<file path="src/rtl/fifo_tog_pkg.sv">
// Shared sizing constants for the toggle-bit FIFO.
package fifo_tog_pkg;
   localparam int DATA_W_DEF = 8;
   localparam int ADDR_W_DEF = 4;
   localparam int DEPTH      = 2 ** ADDR_W_DEF;
endpackage

</file>
<file path="src/rtl/fifo_tog_mem.sv">
// Simple dual-port RAM: synchronous write, registered read with enable.
module fifo_tog_mem
   import fifo_tog_pkg::*;
#(
   parameter int DATA_W = DATA_W_DEF,
   parameter int ADDR_W = ADDR_W_DEF
) (
   input  logic              clk,
   input  logic              rst,
   input  logic              we,
   input  logic [ADDR_W-1:0] waddr,
   input  logic [DATA_W-1:0] wdata,
   input  logic              re,
   input  logic [ADDR_W-1:0] raddr,
   output logic [DATA_W-1:0] rdata
);

   logic [DATA_W-1:0] mem [2**ADDR_W];

   // Array is intentionally not reset so it can map onto RAM.
   always_ff @(posedge clk) begin
      if (we) mem[waddr] <= wdata;
   end

   always_ff @(posedge clk or negedge rst) begin
      if (!rst)    rdata <= '0;
      else if (re) rdata <= mem[raddr];
   end

endmodule

</file>
<file path="src/rtl/fifo_tog.sv">
// Single-clock FIFO with exported pointer wrap bits and misuse error pulses.
module fifo_tog
   import fifo_tog_pkg::*;
#(
   parameter int DATA_W = DATA_W_DEF,
   parameter int ADDR_W = ADDR_W_DEF
) (
   input  logic              clk,
   input  logic              rst,
   input  logic              w_en,
   input  logic [DATA_W-1:0] wdata,
   input  logic              r_en,
   output logic [DATA_W-1:0] rdata,
   output logic              full,
   output logic              empty,
   output logic              wr_tog,
   output logic              rd_tog,
   output logic              w_er,
   output logic              r_er
);

   // Pointer and wrap bit share one register so the wrap falls out of the carry.
   logic [ADDR_W:0]   wr_cnt, rd_cnt;
   logic [ADDR_W-1:0] wr_ptr, rd_ptr;
   logic              wr_fire, rd_fire;

   assign wr_ptr = wr_cnt[ADDR_W-1:0];
   assign rd_ptr = rd_cnt[ADDR_W-1:0];
   assign wr_tog = wr_cnt[ADDR_W];
   assign rd_tog = rd_cnt[ADDR_W];

   assign empty = (wr_ptr == rd_ptr) && (wr_tog == rd_tog);
   assign full  = (wr_ptr == rd_ptr) && (wr_tog != rd_tog);

   assign wr_fire = w_en && !full;
   assign rd_fire = r_en && !empty;

   always_ff @(posedge clk or negedge rst) begin
      if (!rst) begin
         wr_cnt <= '0;
         rd_cnt <= '0;
         w_er   <= 1'b0;
         r_er   <= 1'b0;
      end else begin
         if (wr_fire) wr_cnt <= wr_cnt + (ADDR_W+1)'(1);
         if (rd_fire) rd_cnt <= rd_cnt + (ADDR_W+1)'(1);
         w_er <= w_en && full;
         r_er <= r_en && empty;
      end
   end

   // A read only fires when non-empty, so it never targets the slot being written.
   fifo_tog_mem #(
      .DATA_W (DATA_W),
      .ADDR_W (ADDR_W)
   ) u_mem (
      .clk   (clk),
      .rst   (rst),
      .we    (wr_fire),
      .waddr (wr_ptr),
      .wdata (wdata),
      .re    (rd_fire),
      .raddr (rd_ptr),
      .rdata (rdata)
   );

endmodule

</file>
<file path="config.mk">
export PLATFORM = sky130hd
export DESIGN_NAME = fifo_tog
export DESIGN_NICKNAME = d
export VERILOG_FILES = /design/src/rtl/fifo_tog_pkg.sv /design/src/rtl/fifo_tog_mem.sv /design/src/rtl/fifo_tog.sv
export SDC_FILE = /design/constraint.sdc
export NUM_CORES = 1
export LEC_CHECK = 0
export BUFFER_PORTS_ARGS = -buffer_cell sky130_fd_sc_hd__buf_2
export CORE_MARGIN = 3
export CORE_UTILIZATION = 30
export CTS_CLUSTER_SIZE = 28
export DETAILED_ROUTE_END_ITERATION = 8
export GPL_TIMING_DRIVEN = 0
export PLACE_DENSITY = 0.52
export SYNTH_ARGS = -nofsm -noshare
export SYNTH_HDL_FRONTEND = slang
export SYNTH_SLANG_ARGS = --single-unit
export TNS_END_PERCENT = 1
</file>
<file path="constraint.sdc">
create_clock -name clk -period 5.25 [get_ports clk]
set_input_delay 0.2625 -clock clk [delete_from_list [all_inputs] [get_ports clk]]
set_output_delay 0.2625 -clock clk [all_outputs]
set_load 0.05 [all_outputs]
</file>
==> results of run 1 <==
## synthesized netlist by cell type, drive strengths merged
master     n
and3      15
mux4      32
xor2       2
dfrtp     20
edfxtp   128
nor2       4
nand4      1
inv        4
and4       1
a21oi      1
nor3       2
o2111ai    1
xnor2     12
a22oi     16
o21ai      1
and2       2
nand2      8
o211ai     4
nor2b      6
a211oi     1
mux2      10
nand3      1
clkbuf     2
buf       12
ha         5
## state kept, by name, summed over array words and instances (netlist names)
register,cells
r_er,1
rd_cnt,5
u_mem.mem,128
u_mem.rdata,8
w_er,1
wr_cnt,5
## per-stage QoR
step	area [sq um]	power (uW)
after floorplan	5903	2529
after global placement	6354	2897
after detailed placement	6359	2917
after CTS	6935	4081
after global routing	6935	4230
final	6935	4015
## cell type report
class	count	area share [%]
clock inverter	12	1.876
multi-input combinational	125	20.93
timing repair buffer	26	1.948
sequential	148	62.64
inverter	4	0.2165
clock buffer	20	6.296
buffer	14	1.407
tap	260	4.691
## routing by layer
layer / GRT usage, % / up-vias / part of all wire, % / routed length [microns]
met3: 2.669 / 16 / 3.6 / 434
met5: 0 / - / 0 / 0
li1: - / 1279 / - / -
met4: 4.327 / 0 / 1.7 / 206
met2: 19.63 / 60 / 50 / 6101
met1: 15.28 / 1498 / 44 / 5402
## cell usage in the layout (no fill, tap or decap), types with 2 or more instances in the layout
cell type / instances
a22oi_1: 16
and2_1: 2
and3_1: 15
buf_1: 2
buf_2: 30
buf_6: 3
bufinv_16: 2
clkbuf_1: 4
clkbuf_16: 17
clkinv_1: 2
clkinv_4: 2
clkinvlp_4: 3
dfrtp_1: 20
edfxtp_1: 128
ha_1: 5
inv_1: 4
inv_6: 2
mux2_2: 9
mux4_1: 3
mux4_2: 29
nand2_1: 8
nor2_1: 4
nor2b_1: 6
o211ai_1: 4
xnor2_1: 12
xor2_1: 2
## power breakdown
| part | switching [uW] | total (uW) | internal [uW] | leakage [uW] |
|---|---|---|---|---|
| combinational | 797 | 1330 | 528 | 0.000725 |
| clock | 452 | 1150 | 699 | 0.000266 |
| sequential | 80.5 | 1540 | 1460 | 0.00140 |
| total | 1330 | 4020 | 2690 | 0.00239 |
## worst paths after layout
path | start | end | depth (start not counted)
min reg2reg | u_mem.rdata[2]$_DFFE_PN0P_ | u_mem.rdata[2]$_DFFE_PN0P_ | 1
min in group asynchronous | rst | wr_cnt[3]$_DFFE_PN0P_ | 2
max | rd_cnt[2]$_DFFE_PN0P_ | u_mem.mem[11][0]$_DFFE_PP_ | 5
max in group asynchronous | rst | rd_cnt[2]$_DFFE_PN0P_ | 2
max reg2reg | rd_cnt[2]$_DFFE_PN0P_ | u_mem.mem[11][0]$_DFFE_PP_ | 5
min | w_en | w_er$_DFF_PN0_ | 3
## worst reg2reg max path, cell delays in order, from the launching register on
cell	delay [ns]
dfrtp_1	0.35
buf_2	0.20
xnor2_1	0.19
nand4_2	0.24
o211ai_1	0.26
nor2b_1	0.92
## cells by family after synthesis
| kind of cell | count (synthesis) | synth area share, % |
|---|---|---|
| DFF | 148 | 73.59 |
| buffers and inverters | 18 | 1.907 |
| muxes | 42 | 14.31 |
| AOI/OAI and AO/OA | 24 | 3.243 |
| xor gates and xnor gates | 14 | 2.077 |
| and+or+nand+nor | 40 | 3.815 |
| adders and majority gates | 5 | 1.060 |
==> results.sh, run 1 <==
export IMPL_fillCellCount=1797
export IMPL_min_period_ns=2.544
export IMPL_crit_path_max_incr_delay_ns=0.92
export IMPL_viasPerCell=4.685
export IMPL_status="complete, no violations"
export IMPL_synth_fp_nets=308
export IMPL_ys_seq_area_share_pct=73.59
export IMPL_yosysTopAreaCellShare_pct=65.11
export IMPL_dp_hpwl_microns=7845
export IMPL_vias=2853
export IMPL_insertion_delay_ns=0.42
export IMPL_setup_violations=0
export IMPL_yosys_top_cells_area="edfxtp_1 (65%), mux4_2 (11%), dfrtp_1 (8.5%), a22oi_1 (2.0%), xnor2_1 (1.8%)"
export IMPL_hold_class="input pin to register"
export IMPL_n_antenna_cell=0
export IMPL_min_period_over_period_pct=48.45
export IMPL_dp_worst_setup_slack_ns=2.678
export IMPL_start_kind="register"
export IMPL_ys_seq_elements=148
export IMPL_grt_pass1_vias=2993
export IMPL_cp_required_ns=5.28
export IMPL_die_h_microns=146.3
export IMPL_worstMarginPinSlew_ns=1.088
export IMPL_cp_slowest_cell="nor2b_1"
export IMPL_fin_ws_ns=2.706
export IMPL_grt_use_total_pct=11.82
export IMPL_die_w_microns=146.3
export IMPL_hold_slack_ns=0.1724
export IMPL_drt_iter0_drc=206
export IMPL_place_gp_congestion=0.7091
export IMPL_ant_nets=0
export IMPL_overflow=0
export IMPL_peakVddDrop_mv=0.2504
export IMPL_syn_area_sq_um=5903
export IMPL_cts_tree="done"
export IMPL_final_nets=353
export IMPL_avgSynthCellArea_sq_um=20.29
export IMPL_final_max_slew_viol_count=0
export IMPL_ys_warn_count=0
export IMPL_critPathMaxFanout=9
export IMPL_multiInputGateArea_sq_um=1451
export IMPL_path_cells="buf_2, xnor2_1, nand4_2, o211ai_1, nor2b_1"
export IMPL_wl_microns=12140
export IMPL_max_clock_freq_mhz=393.2
export IMPL_crit_family="simple AND/OR/NAND/NOR gates"
export IMPL_hold_viol=0
export IMPL_numCtsBuffers=17
export IMPL_end_kind="register"
export IMPL_leakage_uw=0.002389
export IMPL_core_region_area_sq_um=19020
export IMPL_powerDensity_nw_per_um2=578.9
export IMPL_grt_max_degree=21
export IMPL_yosysTopAreaCell="edfxtp_1"
export IMPL_grt_pass1_wl_microns=18440
export IMPL_final_cells=609
export IMPL_hold_buffers=1
export IMPL_num_rows=50
export IMPL_wl_per_cell_microns=19.94
export IMPL_area_growth_pct=17.49
export IMPL_drv_cap=0
export IMPL_final_util_pct=36.47
export IMPL_worstPathArrival_ns=2.57
export IMPL_port_buffers=25
export IMPL_cts_sinks=148
export IMPL_timing_setup_tns_ns=0
export IMPL_cts_resized=0
export IMPL_rsz0062_at_grt="no"
export IMPL_ff2ff_setup_slack_ns=2.71
export IMPL_post_route_cells_drive_above_1_share_pct=30.09
export IMPL_crit_type="register to register"
export IMPL_die_area_sq_um=21400
export IMPL_cts_setup_buffers=0
export IMPL_htree_levels=4
export IMPL_skew_ns=0.009455
export IMPL_drc=0
export IMPL_netlist_cell_type_count=32
export IMPL_drt_first_pass_iters=4
export IMPL_ios=26
export IMPL_regArea_sq_um=4344
export IMPL_place_inst=576
export IMPL_path_buf_inv=1
export IMPL_cts_max_path_buffers=2
export IMPL_cts_root_buf="clkbuf_16"
export IMPL_start_util_pct=31.04
export IMPL_antenna_found_initial=0
export IMPL_relSlewSlack_pct=27.33
export IMPL_netlist_instances=291
export IMPL_path_clk_slew_ns=0.06
Power figures use the tool's default switching activity.
==> inputs of run 2 (changes only) <==
--- a/config.mk
+++ b/config.mk
@@ -5,6 +5,7 @@
 export SDC_FILE = /design/constraint.sdc
 export NUM_CORES = 1
 export LEC_CHECK = 0
+export ABC_AREA = 1
 export BUFFER_PORTS_ARGS = -buffer_cell sky130_fd_sc_hd__buf_2
 export CORE_MARGIN = 3
 export CORE_UTILIZATION = 30
==> constraint.sdc (replaced) <==
create_clock -name clk -period 2.4 [get_ports clk]
set_input_delay 0.12 -clock clk [delete_from_list [all_inputs] [get_ports clk]]
set_output_delay 0.12 -clock clk [all_outputs]
set_load 0.05 [all_outputs]
==> run 2 against run 1 <==
Net effect: the flow now finishes with violations (negative setup slack); combinational power increased to 2.5 times the previous value; synthesized cell count up 140%; critical path type unchanged; utilization is 0.085 points higher; worst hold slack worse by 0.065 ns; cell area up 13%; via count up 57%.
==> results.sh, run 2 <==
export IMPL_crit_top_cell="nand2_1"
export IMPL_htree_levels=4
export IMPL_cts_tree="done"
export IMPL_rsz0062_at_grt="yes"
export IMPL_fillCellCount=2177
export IMPL_die_h_microns=154.8
export IMPL_num_rows=53
export IMPL_synthAdderAreaFrac_pct=0.9420
export IMPL_max_clock_freq_mhz=408.8
export IMPL_synth_xor_area_share_pct=1.187
export IMPL_final_cells=1028
export IMPL_synth_top_family_by_area="simple AND/OR/NAND/NOR gates"
export IMPL_largest_reg_flops=128
export IMPL_netlist_instances=692
export IMPL_insertion_delay_ns=0.43
export IMPL_crit_type="register to register"
export IMPL_yosysTopAreaCell="edfxtp_1"
export IMPL_worstPathArrival_ns=2.50
export IMPL_final_max_slew_viol_count=0
export IMPL_ff2ff_setup_slack_ns=-0.05
export IMPL_dp_hpwl_microns=10730
export IMPL_timing_setup_tns_ns=-0.6356
export IMPL_ff2ff_path_depth=9
export IMPL_peakVddDrop_mv=0.5554
export IMPL_grt_pass1_vias=4654
export IMPL_most_common_layout_cells="nand2_1 (254), inv_1 (136), edfxtp_1 (128), nand3_1 (85), buf_2 (39)"
export IMPL_violations="negative setup slack"
export IMPL_largest_registers="u_mem.mem x128, u_mem.rdata x8"
export IMPL_cts_setup_buffers=0
export IMPL_crit_path_max_incr_delay_ns=0.63
export IMPL_wl_microns=15640
export IMPL_drv_cap=0
export IMPL_grt_pass1_wl_microns=25170
export IMPL_layout_commonest_cell="nand2_1"
export IMPL_antenna_found_initial=0
export IMPL_relSlewSlack_pct=46.49
export IMPL_drt_iter0_drc=273
export IMPL_hold_class="input pin to register"
export IMPL_path_buf_inv=3
export IMPL_start_kind="register"
export IMPL_yosys_top_cells_area="edfxtp_1 (58%), nand2_1 (14%), inv_1 (7.7%), dfrtp_1 (7.5%), nand3_1 (6.4%)"
export IMPL_core_region_area_sq_um=21350
export IMPL_cts_sinks=148
export IMPL_synthSimpleGateAreaFrac_pct=22.27
export IMPL_place_gp_congestion=0.8085
export IMPL_synth_fp_nets=709
export IMPL_die_area_sq_um=23960
export IMPL_cp_slowest_cell="nor3_2"
export IMPL_min_delay_path_depth=1
export IMPL_viasPerCell=4.360
export IMPL_wl_per_cell_microns=15.21
export IMPL_yosysTopAreaCellShare_pct=57.87
export IMPL_skew_ns=0.01115
export IMPL_hold_slack_ns=0.1078
export IMPL_n_antenna_cell=0
export IMPL_largest_register="u_mem.mem"
export IMPL_synthTopCellsByCount="nand2_1 (254), inv_1 (136), edfxtp_1 (128)"
export IMPL_synth_compound_area_share_pct=0.2826
export IMPL_hold_viol=0
export IMPL_synthFlopType="edfxtp_1"
export IMPL_crit_family="simple AND/OR/NAND/NOR gates"
export IMPL_ys_seq_elements=148
export IMPL_post_route_cells_drive_above_1_share_pct=12.22
export IMPL_leakage_uw=0.003554
export IMPL_min_period_over_period_pct=101.9
export IMPL_port_buffers=25
export IMPL_worstMarginPinSlew_ns=0.7983
export IMPL_area_growth_pct=17.52
export IMPL_final_nets=757
export IMPL_powerDensity_nw_per_um2=1169
export IMPL_syn_area_sq_um=6641
export IMPL_cp_required_ns=2.45
export IMPL_ant_nets=0
export IMPL_grt_use_total_pct=13.97
export IMPL_dp_worst_setup_slack_ns=-0.4695
export IMPL_path_clk_slew_ns=0.06
export IMPL_numCtsBuffers=17
export IMPL_cts_root_buf="clkbuf_16"
export IMPL_cts_max_path_buffers=2
export IMPL_hp_start="wdata[0]"
export IMPL_ys_seq_area_share_pct=65.41
export IMPL_status="finished with violations"
export IMPL_vias=4482
export IMPL_min_period_ns=2.446
export IMPL_synth_most_common_cell="nand2_1"
export IMPL_synth_async_sr_flop_share_pct=13.51
export IMPL_place_inst=993
export IMPL_ys_warn_count=0
export IMPL_synth_edf_count=128
export IMPL_fin_total_pwr_uw=9121
export IMPL_drt_first_pass_iters=4
export IMPL_critPathMaxFanout=10
export IMPL_setup_violations=29
export IMPL_synth_mux_area_share_pct=0
export IMPL_fin_ws_ns=-0.04596
export IMPL_path_cells="buf_4, inv_2, nand2_1, nand2_1, a21oi_2, nand3_1, nand2_1, buf_2, nor3_2"
export IMPL_ios=26
export IMPL_drc=0
export IMPL_start_util_pct=31.10
export IMPL_end_kind="register"
export IMPL_reg2reg_from="rd_cnt[1]$_DFFE_PN0P_"
export IMPL_r2r_end="u_mem.mem[6][5]$_DFFE_PP_"
export IMPL_hold_end="u_mem.mem[13][0]$_DFFE_PP_"
export IMPL_die_w_microns=154.8
export IMPL_grt_max_degree=21
export IMPL_avgSynthCellArea_sq_um=9.597
export IMPL_netlist_cell_type_count=19
export IMPL_overflow=0
[run 2: worst max-delay path by stage]
stage | from | endpoint | cells past startpoint
6_report | rd_cnt[1]$_DFFE_PN0P_ | u_mem.mem[6][5]$_DFFE_PP_ | 9
5_1_grt | rd_cnt[1]$_DFFE_PN0P_ | u_mem.mem[6][5]$_DFFE_PP_ | 9
4_1_cts | rd_cnt[1]$_DFFE_PN0P_ | u_mem.mem[5][4]$_DFFE_PP_ | 9
3_5_place_dp | rd_cnt[1]$_DFFE_PN0P_ | u_mem.mem[0][4]$_DFFE_PP_ | 9
3_3_place_gp | rd_cnt[1]$_DFFE_PN0P_ | u_mem.mem[7][2]$_DFFE_PP_ | 9
2_1_floorplan | rd_cnt[4]$_DFFE_PN0P_ | u_mem.mem[11][0]$_DFFE_PP_ | 5
[run 2: cells by family (layout without fill, tap and decap cells)]
group / after synthesis / after routing
xor gates and xnor gates: 9 / 9
DFF: 148 / 148
buffers and inverters: 167 / 228
AOI/OAI and AO/OA: 3 / 3
and+or+nand+nor: 360 / 360
adders and majority gates: 5 / 5
[run 2: what timing repair did]
action | CTS | global route
hold endpoints to repair | 22 | 0
endpoints found under the setup margin | 118 | 118
resized for setup | 10 | 12
hold buffers | 3 | 0
gates cloned | 0 | 0
[run 2: layout make-up]
type / instances / area [sq um] / area share (%)
clock inverter: 15 / 115.1 / 1.475
inverter: 140 / 525.5 / 6.733
multi-input combinational: 377 / 1758 / 22.52
timing repair buffer: 29 / 160.2 / 2.052
sequential: 148 / 4344 / 55.66
buffer: 27 / 132.6 / 1.699
clock buffer: 17 / 425.4 / 5.450
tap: 275 / 344.1 / 4.408
[run 2: through the flow]
stage | utilization (%) | instance area, sq um
after global routing | 36.55 | 7805
after global placement | 33.30 | 7111
after detailed placement | 33.32 | 7116
after floorplan | - | 6641
after CTS | 36.24 | 7737
final | 36.55 | 7805
[run 2: layer usage]
layer / vias to the layer above / GRT usage, % / wire length, microns
met4: 0 / 4.836 / 218
li1: 2260 / - / -
met5: - / 0 / 0
met2: 72 / 23.65 / 7663
met3: 16 / 3.078 / 519
met1: 2134 / 17.71 / 7239
[run 2: power breakdown]
part | leakage [uW] | switching (uW) | internal [uW]
Clock | 0.000260 | 1060 | 1410
Combinational | 0.00189 | 2430 | 903
Sequential | 0.00141 | 173 | 3140
